===== config.mk =====
export PLATFORM = sky130hd
export DESIGN_NAME = temp_adc_reader
export DESIGN_NICKNAME = d
export VERILOG_FILES = /design/src/rtl/temp_adc_pkg.sv /design/src/rtl/adc_spi_shifter.sv /design/src/rtl/temp_adc_reader.sv
export SDC_FILE = /design/constraint.sdc
export NUM_CORES = 1
export LEC_CHECK = 0
export ABC_AREA = 1
export ABC_CLOCK_PERIOD_IN_PS = 2900
export BUFFER_PORTS_ARGS = -buffer_cell sky130_fd_sc_hd__clkbuf_2
export CAP_MARGIN = 25
export CORE_ASPECT_RATIO = 1.5
export CORE_MARGIN = 8
export CORE_UTILIZATION = 24
export CTS_CLUSTER_DIAMETER = 40
export DETAILED_ROUTE_END_ITERATION = 10
export PLACE_DENSITY = 0.41
export RECOVER_POWER = 50
export SLEW_MARGIN = 20
export SYNTH_ARGS = -nofsm -noshare
export SYNTH_HDL_FRONTEND = slang
export SYNTH_SLANG_ARGS = --single-unit

===== constraint.sdc =====
create_clock -name clk -period 2.9 [get_ports clk]
set_clock_uncertainty 0.1 [all_clocks]
set_input_delay 0.29 -clock clk [delete_from_list [all_inputs] [get_ports clk]]
set_output_delay 0.29 -clock clk [all_outputs]
set_load 0.005 [all_outputs]

===== src/rtl/temp_adc_pkg.sv =====
// Shared types and constants for the temperature ADC reader
// and the downstream over-temperature monitors.
package temp_adc_pkg;

   localparam int ADC_W = 12;
   localparam int CFG_W = 6;

   // 40C in raw ADC counts; shared with the over-temp compare logic
   localparam logic [ADC_W-1:0] TEMP_40C = 12'd3643;

   typedef enum logic [1:0] {
      IDLE,
      CONV,
      SHIFT,
      LATCH
   } adc_state_t;

   // {S/D, O/S, S1, S0, UNI, SLP}: single-ended, unipolar, no sleep
   function automatic logic [CFG_W-1:0] cfg_word(
      input logic [2:0] ch
   );
      return {1'b1, ch[0], ch[2], ch[1], 1'b1, 1'b0};
   endfunction

endpackage


===== src/rtl/adc_spi_shifter.sv =====
// SPI bit engine: SCLK divider, bit counter and the
// config/result shift registers for one 12-bit frame.
module adc_spi_shifter
   import temp_adc_pkg::*;
#(
   parameter int CLK_DIV = 2
) (
   input  logic             clk,
   input  logic             rst_n,
   input  logic             start,
   input  logic [CFG_W-1:0] cfg,
   input  logic             sdo,
   output logic             sck,
   output logic             sdi,
   output logic             done,
   output logic [ADC_W-1:0] data
);

   localparam int DW = (CLK_DIV > 1) ? $clog2(CLK_DIV) : 1;

   logic             active;
   logic [DW-1:0]    div_cnt;
   logic [3:0]       bit_cnt;
   logic [CFG_W-1:0] cfg_sr;
   logic             tick;

   assign tick = active && (div_cnt == DW'(CLK_DIV - 1));

   // high during the last clk of the final SCLK high half
   assign done = tick && sck && (bit_cnt == 4'(ADC_W - 1));

   always_ff @(posedge clk or negedge rst_n) begin
      if (!rst_n) begin
         active  <= 1'b0;
         div_cnt <= '0;
         bit_cnt <= '0;
         cfg_sr  <= '0;
         sck     <= 1'b0;
         sdi     <= 1'b0;
         data    <= '0;
      end else if (start) begin
         active  <= 1'b1;
         div_cnt <= '0;
         bit_cnt <= '0;
         sck     <= 1'b0;
         sdi     <= cfg[CFG_W-1];
         cfg_sr  <= {cfg[CFG_W-2:0], 1'b0};
      end else if (active) begin
         if (tick) begin
            div_cnt <= '0;
            sck     <= ~sck;
            if (!sck) begin
               data <= {data[ADC_W-2:0], sdo};
            end else begin
               // zeros shift in behind the config bits
               sdi     <= cfg_sr[CFG_W-1];
               cfg_sr  <= {cfg_sr[CFG_W-2:0], 1'b0};
               bit_cnt <= bit_cnt + 4'd1;
               if (done) begin
                  active <= 1'b0;
               end
            end
         end else begin
            div_cnt <= div_cnt + DW'(1);
         end
      end
   end

endmodule


===== src/rtl/temp_adc_reader.sv =====
// Periodic LTC2308-style SPI reader producing temp[11:0]
// with a one-cycle temp_valid strobe.
module temp_adc_reader
   import temp_adc_pkg::*;
#(
   parameter int CLK_DIV       = 2,
   parameter int CONV_CYCLES   = 80,
   parameter int SAMPLE_PERIOD = 50000,
   parameter int ADC_CH        = 0
) (
   input  logic             clk,
   input  logic             rst_n,
   input  logic             en,
   output logic             adc_convst,
   output logic             adc_sck,
   output logic             adc_sdi,
   input  logic             adc_sdo,
   output logic [ADC_W-1:0] temp,
   output logic             temp_valid,
   output logic             busy
);

   localparam int PW = $clog2(SAMPLE_PERIOD + 1);
   localparam int CW = $clog2(CONV_CYCLES + 1);
   localparam logic [CFG_W-1:0] CFG =
      cfg_word(3'(ADC_CH));

   adc_state_t       state;
   adc_state_t       next_state;
   logic [PW-1:0]    period_cnt;
   logic [CW-1:0]    conv_cnt;
   logic             en_d;
   logic             en_rise;
   logic             first_frame;
   logic             spi_start;
   logic             spi_done;
   logic [ADC_W-1:0] spi_data;

   assign en_rise = en && !en_d;

   adc_spi_shifter #(
      .CLK_DIV (CLK_DIV)
   ) u_shift (
      .clk   (clk),
      .rst_n (rst_n),
      .start (spi_start),
      .cfg   (CFG),
      .sdo   (adc_sdo),
      .sck   (adc_sck),
      .sdi   (adc_sdi),
      .done  (spi_done),
      .data  (spi_data)
   );

   always_ff @(posedge clk or negedge rst_n) begin
      if (!rst_n) begin
         state <= IDLE;
      end else begin
         state <= next_state;
      end
   end

   always_comb begin
      next_state = state;
      unique case (state)
         IDLE: begin
            if (en && (period_cnt == '0
                       || first_frame || en_rise)) begin
               next_state = CONV;
            end
         end
         CONV: begin
            if (conv_cnt == '0) begin
               next_state = SHIFT;
            end
         end
         SHIFT: begin
            if (spi_done) begin
               next_state = LATCH;
            end
         end
         LATCH: next_state = IDLE;
      endcase
   end

   always_comb begin
      adc_convst = (state == CONV);
      busy       = (state != IDLE);
      spi_start  = (state == CONV) && (conv_cnt == '0);
   end

   // period counter runs frame-to-frame, parks at 0 when idle
   always_ff @(posedge clk or negedge rst_n) begin
      if (!rst_n) begin
         period_cnt <= '0;
         conv_cnt   <= '0;
      end else if (state == IDLE && next_state == CONV) begin
         period_cnt <= PW'(SAMPLE_PERIOD - 1);
         conv_cnt   <= CW'(CONV_CYCLES - 1);
      end else begin
         if (period_cnt != '0) begin
            period_cnt <= period_cnt - PW'(1);
         end
         if (conv_cnt != '0) begin
            conv_cnt <= conv_cnt - CW'(1);
         end
      end
   end

   // the first frame only programs the channel; its data is stale
   always_ff @(posedge clk or negedge rst_n) begin
      if (!rst_n) begin
         en_d        <= 1'b0;
         first_frame <= 1'b1;
         temp        <= '0;
         temp_valid  <= 1'b0;
      end else begin
         en_d       <= en;
         temp_valid <= 1'b0;
         if (state == LATCH && !first_frame) begin
            temp       <= spi_data;
            temp_valid <= 1'b1;
         end
         if (en_rise) begin
            first_frame <= 1'b1;
         end else if (state == LATCH) begin
            first_frame <= 1'b0;
         end
      end
   end

endmodule


# --- Word-level counts from Yosys, hierarchy flattened ---
# Cells that the tools add are included.
classes:
  add_sub_neg: 4
  mul: 0
  div_mod_pow: 0
  magnitude_cmp: 0
  n_eq_ne: 5
  n_shift: 0
  mux: 34
  bitwise: 2
  n_reduce_logical: 27
op_table:
  columns: ["op", "n"]
  rows:
  - ["16-bit 2-to-1 mux", 2]
  - ["6-bit 2-to-1 mux", 4]
  - ["1-bit 2-to-1 mux", 18]
  - ["16-bit logical NOT", 1]
  - ["4-bit 2-to-1 mux", 4]
  - ["16-bit nonzero test", 1]
  - ["16-bit by 1-bit subtractor with 16-bit output (second input constant)", 1]
  - ["7-bit 2-to-1 mux", 2]
  - ["2-bit nonzero test", 7]
  - ["1-bit logical AND", 8]
  - ["2-bit one-hot mux with 4 select lines", 1]
  - ["7-bit logical NOT", 1]
  - ["7-bit nonzero test", 1]
  - ["7-bit by 1-bit subtractor with 7-bit output (second input constant)", 1]
  - ["2-bit 2-to-1 mux", 3]
  - ["4-bit by 1-bit adder with 4-bit output (second input constant)", 1]
  - ["2-bit by 1-bit == test with 1-bit output (second input constant)", 2]
  - ["2-bit == test (second input constant)", 2]
  - ["4-bit == test (second input constant)", 1]
  - ["4-bit AND reduction", 1]
  - ["3-bit AND reduction", 1]
  - ["1-bit logical NOT", 2]
  - ["2-bit logical NOT", 1]
  - ["1-bit logical OR", 2]
  - ["other kinds (3)", 4]
totals:
  ff_bits: 66
  latch_bits: 0
  ramBits: 0
  romBits: 0
  wordCells: 86
  mem_count: 0

# --- Logic depth before layout (Yosys ltp) ---
logic_depth:
  word_depth: 9
  depth_mapped: 10

# --- Cells and area by module ---
# A second synthesis with hierarchy kept.
unflattened:
  cells_unflattened: 392
  hier_area_um2: 3245.6
by_module_without_submodules:
  columns: ["module", "instances", "cells_per_inst", "area_per_inst_um2"]
  rows:
  - ["temp_adc_reader", 1, 272, 2115.8]
  - ["adc_spi_shifter", 1, 120, 1129.8]

# --- Worst setup path after synthesis ---
# OpenSTA, ideal clock, no wires.
synth_timing:
  path_kind: "register to register"
  startpoint: "register period_cnt[0]"
  endpoint: "register period_cnt[2]"
  setup_time_ns: 0.132
  arrival_time_ns: 1.335
  slack_ns: 1.333
  path_stages_with_launch: 10
  n_path_buf: 2
  cell_sequence: "dfrtp_1 > inv_1 > ha_1 > nand2_1 > nor2_2 > nand2_2 > buf_6 > buf_6 > nand3_1 > o211ai_1"
synth_via:
  elab_chain_len: 9
  word_cells_on_any_way: 13
synth_rtl:
  columns: ["element", "line", "source"]
  rows:
  - ["start: declaration", "temp_adc_reader.sv:30", "logic [PW-1:0] period_cnt;"]
  - ["start signal: assignment", "temp_adc_reader.sv:98", "period_cnt <= PW'(SAMPLE_PERIOD - 1);"]
  - ["start signal: assignment", "temp_adc_reader.sv:102", "period_cnt <= period_cnt - PW'(1);"]
  - ["16-bit logical NOT", "temp_adc_reader.sv:67", "if (en && (period_cnt == '0"]
  - ["1-bit logical OR (2 in series)", "temp_adc_reader.sv:68", "|| first_frame || en_rise)) begin"]
  - ["1-bit logical AND", "temp_adc_reader.sv:67", null]
  - ["2-bit 2-to-1 mux", "temp_adc_reader.sv:67", null]
  - ["2-bit one-hot mux with 4 select lines", "temp_adc_reader.sv:65", "unique case (state)"]
  - ["2-bit by 1-bit == test with 1-bit output", "temp_adc_reader.sv:97", "end else if (state == IDLE && next_state == CONV) begin"]
  - ["1-bit logical AND", "temp_adc_reader.sv:97", null]
  - ["16-bit 2-to-1 mux / 2-bit nonzero test (equally long branches)", null, null]
# Several ways; a longest one is shown, not always the timed one. The select of a mux whose other input is x is not followed.
# A chain may end at the register's enable or synchronous reset.

==> out/qor.txt <==
Slowest cell on crit path: clkbuf_1
CP delay by family, top: buffers and inverters
Syn Std Cell Area: 3059 um^2
Post-synth top cells: 86 x nand2_1, 63 x dfrtp_1, 58 x inv_1
initial antenna violation count: 0
Yosys top cell area share: 0.5153
postcts setup bufs: 0
Tmin final: 2.219 ns
drt first pass iters: 6
drc violations: 0
Switching Fraction: 0.2073
worst hold path type: in2reg
Max H-tree Level: 3
static leakage: 1.692 nW
DR vias: 2308
CTS tree: done
Net Switching: 0.0004326 W
HPWL after DPL: 4764 um
P_int: 0.001654 W
hold depth: 1
Placement Setup Slack: 0.7957 ns
asr flop ratio synth: 1.000
layout cells sized above 1: 0.1202
vias in the first global route: 2445
cells after synthesis: 360
period utilization: 0.7653
I/O pins: 21
Crit path depth: 4
DR WL/cell: 12.23 um
Seq pwr share: 0.429
Resize count post-CTS: 0
critical path class: in2async
area delta synth->final: 18.45%
Final Hold Fails: 0
I/O Buffers: 20
Comb power frac: 0.014
CP Capture Type: async pin
Distinct cells, synth: 27
area leader, netlist: dfrtp_1
Crit path required time: 3.19 ns
fillers: 1352
Seq cells post-synth: 64
GR Overflow Total: 0
status: finished, final reports clean
CTS sink cnt: 64
core area: 12450 um^2
Sequential Area: 1603 um^2
DRT iter0 DRCs: 94
Final setup viols: 0
most common cell in the netlist: nand2_1
clock root cell: clkbuf_16
top post-synthesis cells by area: dfrtp_1 52%, nand2_1 11%, inv_1 7.1%
first-pass GRT wire length: 11280 um
clock latency at the later pin of the worst-skew pair: 0.33 ns
Die ar.: 16690 um^2
Most common cell on crit path: clkbuf_1
Net Count, Synth: 367
global placer's final weighted congestion: 0.8390
CP max stage delay: 0.89 ns
EDFF count, synth: 0
Layout Nets: 393
Min Hold Slack: 0.04426 ns
Final Max Tran Viols: 0
vias per std cell: 4.219
worst reg-to-reg path cell count: 9
Critical path buffers and inverters: 4
Mean Syn Cell Area: 8.498 um^2
Initial Util: 0.2457
row count: 50
CTS Buf Count: 9
Worst-path clk slew: 0.05 ns
Antenna Diode Count: 0
RSZ-0062 raised after global routing: no
PD cells: 575.8 nW/um^2
Max VDD drop: 0.1701 mV
ys flop type: dfrtp_1
Setup TNS: 0 ns
Worst-Margin Slew: 1.216 ns
Max Fclk: 450.6 MHz
Final WS setup: 0.6806 ns
data arrival time of the critical path: 2.51 ns
chip height: 154.3 um
largest net degree at the start of global routing: 42
post-synthesis sequential area ratio: 0.5239
startpoint class of the critical path: primary input
Clock Power Share: 0.557
Die X-Extent: 108.2 um
Worst Path Max Fanout: 23
Ys Warns: 0
Max Root-Sink Buffers: 2
Hold Buf Count CTS: 0
worst relative slew slack: 0.1894
multi-input logic area: 1154 um^2
worst path cell trace: dlygate4sd3_1 -> clkbuf_1 -> buf_16 -> clkbuf_1
antenna-violating nets left: 0
max_cap viols: 0
GRT Total Usage: 0.08636
final WL: 6690 um
[cells by family (layout without fill, tap and decap cells)]
family          count (synthesis)  count (layout)  synth area share
simple gates                  174             174            0.2601
buf+inv                        68              99           0.09897
flops                          64              64            0.5239
compound gates                 48              48           0.09611
fa+ha+maj                       3               3           0.01227
xor+xnor                        3               3          0.008591
[worst paths after layout]
path,start,to,slack (ns)
max,rst_n,u_shift.data[4],0.68
min,en,en_d,0.04
max reg2reg,period_cnt[0],period_cnt[4],0.86
min reg2reg,temp[11],temp[11],0.38
max in group clk,period_cnt[0],period_cnt[4],0.86
min in group asynchronous,rst_n,conv_cnt[6],0.64
[cell type report]
type	count	area share
sequential	64	0.4423
multi-input combinational	228	0.3184
clock buffer	9	0.06215
inverter	59	0.06112
tap	156	0.05387
timing repair buffer	24	0.03557
clock inverter	7	0.02659
[metrics by stage]
step / power, W / utilization / instances / instance area, um^2
6_report: 0.002086 / 0.2911 / 547 / 3623
5_1_grt: 0.002143 / 0.2911 / 547 / 3623
4_1_cts: 0.002112 / 0.2900 / 545 / 3610
3_5_place_dp: 0.0009375 / 0.2641 / 529 / 3288
3_3_place_gp: 0.0009368 / 0.2641 / 529 / 3288
2_1_floorplan: 0.0009128 / - / 360 / 3059
[power by group through the flow]
stage | Clock [W] | Combinational, W | Sequential, W
finish | 0.00116 | 0.0000289 | 0.000895
global route | 0.00121 | 0.0000343 | 0.000895
CTS | 0.00119 | 0.0000261 | 0.000895
detailed placement | 0 | 0.0000263 | 0.000911
global placement | 0 | 0.0000258 | 0.000911
floorplan | 0 | 0.00000150 | 0.000911
[sequential cells by signal (all words and copies together) (netlist names), 2 cells and up]
| name | count |
|---|---|
| state | 2 |
| temp | 12 |
| u_shift.bit_cnt | 4 |
| conv_cnt | 7 |
| u_shift.cfg_sr | 4 |
| u_shift.data | 12 |
| period_cnt | 16 |
[metal layers]
| layer | vias up | share of wire | global-route usage |
|---|---|---|---|
| li1 | 1184 | - | - |
| met1 | 1083 | 0.41 | 0.08521 |
| met2 | 25 | 0.52 | 0.1532 |
| met3 | 16 | 0.031 | 0.02205 |
| met4 | 0 | 0.034 | 0.05777 |
| met5 | - | 0 | 0 |
[layout by cell type, fill, tap and decap left out, types with 2 or more instances in the layout]
master       n
nor2_4       3
o21ai_1      7
a21oi_1      3
nor3_1       2
nor2_1      35
nor2_2       6
nand3_1     28
xor2_1       3
clkbuf_16    9
bufinv_16    2
nand3_2      3
clkbuf_1    17
clkinvlp_4   3
nand2_4      2
o21ai_0     28
inv_1       58
ha_1         3
nand2_2      3
o211ai_2     4
nand2_1     86
dfrtp_1     63
clkbuf_2     4
nand4_1      5
o211ai_1     5
Power figures use the tool's default switching activity.
